$ cat src/rtl/pcc_pkg.sv
// Shared types and width helpers for the popcount comparator stream.
package pcc_pkg;

    typedef enum logic {
        CMP_GE = 1'b0,
        CMP_GT = 1'b1
    } cmp_mode_e;

    function automatic int cnt_w(input int n);
        return $clog2(n + 1);
    endfunction

endpackage

$ cat src/rtl/popcount_tree.sv
// Combinational population count of an N-bit vector.
module popcount_tree
    import pcc_pkg::*;
#(
    parameter int N = 8
) (
    input  logic [N-1:0]          bits,
    output logic [cnt_w(N)-1:0]   cnt
);

    localparam int CW = cnt_w(N);

    always_comb begin
        cnt = '0;
        for (int i = 0; i < N; i++) begin
            cnt = cnt + CW'(bits[i]);
        end
    end

endmodule

$ cat src/rtl/pcc_stream.sv
// Three-stage valid/ready popcount comparator: popcnt(pos)+bias vs popcnt(neg),
// with per-side LSB drop, GE/GT mode and a saturating hit counter.
module pcc_stream
    import pcc_pkg::*;
#(
    parameter int N_POS    = 8,
    parameter int N_NEG    = 8,
    parameter int DROP_POS = 0,
    parameter int DROP_NEG = 0,
    parameter int BIAS_W   = 4,
    parameter int HIT_W    = 16
) (
    input  logic              clk,
    input  logic              rst_n,
    input  logic              in_valid,
    output logic              in_ready,
    input  logic [N_POS-1:0]  in_pos,
    input  logic [N_NEG-1:0]  in_neg,
    input  logic [BIAS_W-1:0] in_bias,
    input  logic              in_mode,
    output logic              out_valid,
    input  logic              out_ready,
    output logic              out_dec,
    output logic [HIT_W-1:0]  hit_cnt,
    input  logic              hit_clr
);

    localparam int MAXN  = (N_POS > N_NEG) ? N_POS : N_NEG;
    localparam int CNT_W = cnt_w(MAXN);
    localparam int CMP_W = CNT_W + BIAS_W + 1;
    localparam int PW    = cnt_w(N_POS);
    localparam int NW    = cnt_w(N_NEG);

    logic              s1_v, s2_v, s3_v;
    logic [N_POS-1:0]  s1_pos;
    logic [N_NEG-1:0]  s1_neg;
    logic [BIAS_W-1:0] s1_bias, s2_bias;
    cmp_mode_e         s1_mode, s2_mode;
    logic [CNT_W-1:0]  s2_p, s2_n;
    logic              s3_dec;

    logic s1_load, s2_load, s3_load, s3_unload;

    // Each stage may refill in the same cycle it drains.
    assign s3_unload = s3_v & out_ready;
    assign s3_load   = s2_v & (~s3_v | s3_unload);
    assign s2_load   = s1_v & (~s2_v | s3_load);
    assign in_ready  = ~s1_v | s2_load;
    assign s1_load   = in_valid & in_ready;

    logic [PW-1:0]    pc_pos;
    logic [NW-1:0]    pc_neg;
    logic [CNT_W-1:0] p_trunc, n_trunc;

    popcount_tree #(.N(N_POS)) u_pc_pos (.bits(s1_pos), .cnt(pc_pos));
    popcount_tree #(.N(N_NEG)) u_pc_neg (.bits(s1_neg), .cnt(pc_neg));

    assign p_trunc = (CNT_W'(pc_pos) >> DROP_POS) << DROP_POS;
    assign n_trunc = (CNT_W'(pc_neg) >> DROP_NEG) << DROP_NEG;

    logic signed [CMP_W-1:0] l_val, n_val;
    logic                    dec;

    // Zero-extend counts, sign-extend bias; the extra bit rules out overflow.
    assign l_val = $signed({{(BIAS_W + 1){1'b0}}, s2_p})
                 + $signed({{(CNT_W + 1){s2_bias[BIAS_W-1]}}, s2_bias});
    assign n_val = $signed({{(BIAS_W + 1){1'b0}}, s2_n});
    assign dec   = (s2_mode == CMP_GT) ? (l_val > n_val) : (l_val >= n_val);

    always_ff @(posedge clk or negedge rst_n) begin
        if (!rst_n) begin
            s1_v    <= 1'b0;
            s1_pos  <= '0;
            s1_neg  <= '0;
            s1_bias <= '0;
            s1_mode <= CMP_GE;
        end else begin
            s1_v <= s1_load | (s1_v & ~s2_load);
            if (s1_load) begin
                s1_pos  <= in_pos;
                s1_neg  <= in_neg;
                s1_bias <= in_bias;
                s1_mode <= cmp_mode_e'(in_mode);
            end
        end
    end

    always_ff @(posedge clk or negedge rst_n) begin
        if (!rst_n) begin
            s2_v    <= 1'b0;
            s2_p    <= '0;
            s2_n    <= '0;
            s2_bias <= '0;
            s2_mode <= CMP_GE;
        end else begin
            s2_v <= s2_load | (s2_v & ~s3_load);
            if (s2_load) begin
                s2_p    <= p_trunc;
                s2_n    <= n_trunc;
                s2_bias <= s1_bias;
                s2_mode <= s1_mode;
            end
        end
    end

    always_ff @(posedge clk or negedge rst_n) begin
        if (!rst_n) begin
            s3_v   <= 1'b0;
            s3_dec <= 1'b0;
        end else begin
            s3_v <= s3_load | (s3_v & ~s3_unload);
            if (s3_load) begin
                s3_dec <= dec;
            end
        end
    end

    assign out_valid = s3_v;
    assign out_dec   = s3_dec;

    // Clear wins over a coincident hit.
    always_ff @(posedge clk or negedge rst_n) begin
        if (!rst_n) begin
            hit_cnt <= '0;
        end else if (hit_clr) begin
            hit_cnt <= '0;
        end else if (s3_unload && s3_dec && hit_cnt != {HIT_W{1'b1}}) begin
            hit_cnt <= hit_cnt + 1'b1;
        end
    end

endmodule

$ cat config.mk
export PLATFORM = sky130hd
export DESIGN_NAME = pcc_stream
export DESIGN_NICKNAME = d
export VERILOG_FILES = /design/src/rtl/pcc_pkg.sv /design/src/rtl/popcount_tree.sv /design/src/rtl/pcc_stream.sv
export SDC_FILE = /design/constraint.sdc
export NUM_CORES = 1
export LEC_CHECK = 0
export ABC_AREA = 1
export BUFFER_PORTS_ARGS = -buffer_cell sky130_fd_sc_hd__buf_2
export CAP_MARGIN = 20
export CELL_PAD_IN_SITES_DETAIL_PLACEMENT = 1
export CELL_PAD_IN_SITES_GLOBAL_PLACEMENT = 2
export CORE_ASPECT_RATIO = 0.5
export CORE_MARGIN = 2
export CORE_UTILIZATION = 37
export DETAILED_ROUTE_END_ITERATION = 16
export GPL_TIMING_DRIVEN = 0
export PLACE_DENSITY = 0.9
export SYNTH_ARGS = -nofsm -noshare
export SYNTH_HDL_FRONTEND = slang
export SYNTH_HIERARCHICAL = 1
export SYNTH_SLANG_ARGS = --single-unit
$ cat constraint.sdc
create_clock -name clk -period 4.55 [get_ports clk]
set_clock_uncertainty 0.05 [all_clocks]
set_input_delay 0.455 -clock clk [delete_from_list [all_inputs] [get_ports clk]]
set_output_delay 0.455 -clock clk [all_outputs]
set_load 0.01 [all_outputs]
==> results_dict.tcl <==
set metrics [dict create \
    hpwl_um 5650 \
    grt_pass1_vias 2618 \
    post-cts-setup-buffers 0 \
    yosys.area_share.simple_pct 18.3 \
    final_cell_mix "76 x inv_1, 64 x nand2_1, 54 x dfrtp_1" \
    clk_pin_slew_ps 80 \
    cts_sinks 54 \
    crit_arrival_ps 3200 \
    crit_path_max_fanout 2 \
    final_common_cell "inv_1" \
    layout_setup_ws_ps 1490 \
    max-slew-margin-rel_pct 65.1 \
    maxCapViolCount 0 \
    combPwrFrac_pct 41.2 \
    crit_chain "inv_1, fa_1, fa_1, fa_1, inv_1, ha_1, inv_1, fa_1, nand2_1, nand2_1, mux2_2" \
    ys_types 27 \
    gp_congestion 0.781 \
    finalHoldViolCount 0 \
    cellPowerDensity_nw_per_um2 470 \
    cp_common_cell "fa_1" \
    core_um2 8030 \
    fin_crit_sh_pct 67.3 \
    power_switching_mw 0.631 \
    grt.overflow.total 0 \
    post_drt_wl_per_cell_um 13.5 \
    drc_errors 0 \
    cts_max_level 2 \
    tritoncts "done" \
    first_pass_iters 4 \
    p_int_mw 1.07 \
    critPathKind "flip-flop to flip-flop" \
    power.leakage_nw 1.86 \
    fillCellCount 977 \
    ant_nets 0 \
    worst_setup_path_end_kind "flip-flop" \
    crit_slowest_cell "fa_1" \
    maxSlewViolCount 0 \
    synth_area_leaders "dfrtp_1 44%, inv_1 9.3%, nand2_1 7.8%, mux2_2 6.9%, ha_1 6.5%" \
    pre_cts_ws_ps 1510 \
    slowest_delay_ps 560 \
    ir_drop_v 0.000203 \
    start_kind "flip-flop" \
    required_ps 4690 \
    syn_avg_cell_area_um2 8.67 \
    synth-compound-area-share_pct 6.50 \
    synthMuxAreaShare_pct 6.95 \
    hold-worst-slack_ps 70.1 \
    synthXorXnorAreaFrac_pct 1.42 \
    wl_um 7040 \
    syn_to_final_growth_pct 17.2 \
    fp.dieW_um 133 \
    ios 45 \
    syn_area_um2 3080 \
    synth_top_cell_area_share_pct 43.9 \
    yosys_warnings 6 \
    rsz0062_at_grt "no" \
    fin_crit_ps 3060 \
    drtIter0Drc 57 \
    swShare_pct 37.2 \
    antenna_found_initial 0 \
    seqPwrFrac_pct 35.8 \
    synth_top_family_by_area "simple AND/OR/NAND/NOR gates" \
    rows 23 \
    status "completed" \
    final_util_pct 45.0 \
    syn_nets 406 \
    post_cts_resized 0 \
    layout.nets 458 \
    cts_hold_buffers 0 \
    synthCells 355 \
    ys_seq_area_share_pct 43.9 \
    grt_max_degree 34 \
    floorplan.initialDensity_pct 38.4 \
    worst_slew_pin_slew_ps 524 \
    die_h_um 68.5 \
    cts_buffers 5 \
    p_clk_share_pct 23.0 \
    avgViaCountPerCell 4.77 \
    clkLatencyLatePin_ps 300 \
    fin_tns_setup_ps 0 \
    finalSetupViolations 0 \
    clockBufferDepth 2 \
    drive_above_1_share_pct 21.1 \
    cts-root-buf "clkbuf_16" \
    grt_pass1_wl_um 12100 \
    max_freq_mhz 327 \
    min_path_type "input port to async pin" \
    synth-seq-cells 54 \
    synth_fa_ha_area_share_pct 12.4 \
    diodes 0 \
    yosys.area.top_type "dfrtp_1" \
    grt.total_usage_pct 17.0 \
    place.port_buffers 44 \
    die-area_um2 9110 \
    num_vias 2478 \
]
routing by layer:
metal / share of wire (%) / up-vias / global-route usage (%)
met3: 3.2 / 8 / 3.51
met2: 51 / 30 / 32.0
met1: 44 / 1230 / 20.5
li1: - / 1210 / -
met5: 0 / - / 0
met4: 1.1 / 0 / 4.44
area by class of cell:
cell class              instances  area (um2)  area share [%]
inverters                      78         293            8.11
plain buffers                   5        32.5           0.901
well taps                     112         140            3.88
flip-flops and latches         54        1350            37.4
repair buffers                 45         240            6.66
clock buffers                   5         125            3.47
multi-input cells             218        1400            38.9
clock inverters                 3        25.0           0.693
metrics by stage:
stage / power (mW) / cell area [um2] / instances
floorplan: 1.12 / 3080 / 355
global placement: 1.26 / 3440 / 511
detailed placement: 1.32 / 3460 / 512
CTS: 1.73 / 3610 / 520
global route: 1.87 / 3610 / 520
finish: 1.70 / 3610 / 520
power groups by stage:
stage	clock network (mW)	logic, mW	registers, mW
global placement	0	0.643	0.612
floorplan	0	0.512	0.604
detailed placement	0	0.702	0.618
CTS	0.406	0.713	0.609
global route	0.424	0.824	0.617
finish	0.391	0.700	0.607
path summary, 6_finish.rpt:
path                            from          to  slack (ps)  cells past startpoint
max reg2reg                s1_pos[0]     s2_p[2]        1490                     11
max in group asynchronous      rst_n  hit_cnt[0]        3810                      2
min reg2reg                  s2_mode     s2_mode         450                      2
min in group clk           in_neg[3]   s1_neg[3]         330                      2
min                            rst_n     s1_mode          70                      1
max                        s1_pos[0]     s2_p[2]        1490                     11
logic make-up after synthesis:
group                      after synthesis
DFF                                     54
xor gates and xnor gates                 5
and+or+nand+nor                        130
muxes                                   19
adders and majority gates               25
buffers and inverters                   83
AOI/OAI and AO/OA                       39
worst max-delay path, delay by kind of cell (launching register included):
family	cells	cell delay [ps]
adders and majority gates	5	1980
buffers and inverters	3	190
DFF	1	340
muxes	1	240
and+or+nand+nor	2	140
registers in the layout, indices dropped and copies added, names as in the netlist:
signal	cells
s2_v	1
out_valid	1
s2_bias	4
s1_mode	1
s2_p	4
s1_bias	4
hit_cnt	16
out_dec	1
s1_pos	8
s1_v	1
s1_neg	8
s2_n	4
s2_mode	1
Yosys cell counts:
library cell / number
nor3_1: 7
xnor2_1: 1
nor2_2: 2
buf_4: 1
a211oi_1: 1
buf_2: 2
nand3b_1: 1
clkbuf_1: 1
nand2_2: 3
buf_6: 1
nor3_2: 2
inv_2: 2
or2_2: 1
ha_1: 16
nand4_1: 6
mux2_2: 19
inv_1: 76
dfrtp_1: 54
o21ai_0: 17
a21oi_1: 18
nor2_1: 27
xor2_1: 4
fa_1: 9
a31oi_1: 2
nand2_1: 64
o21ai_1: 1
nand3_1: 17
Power figures use the tool's default switching activity.
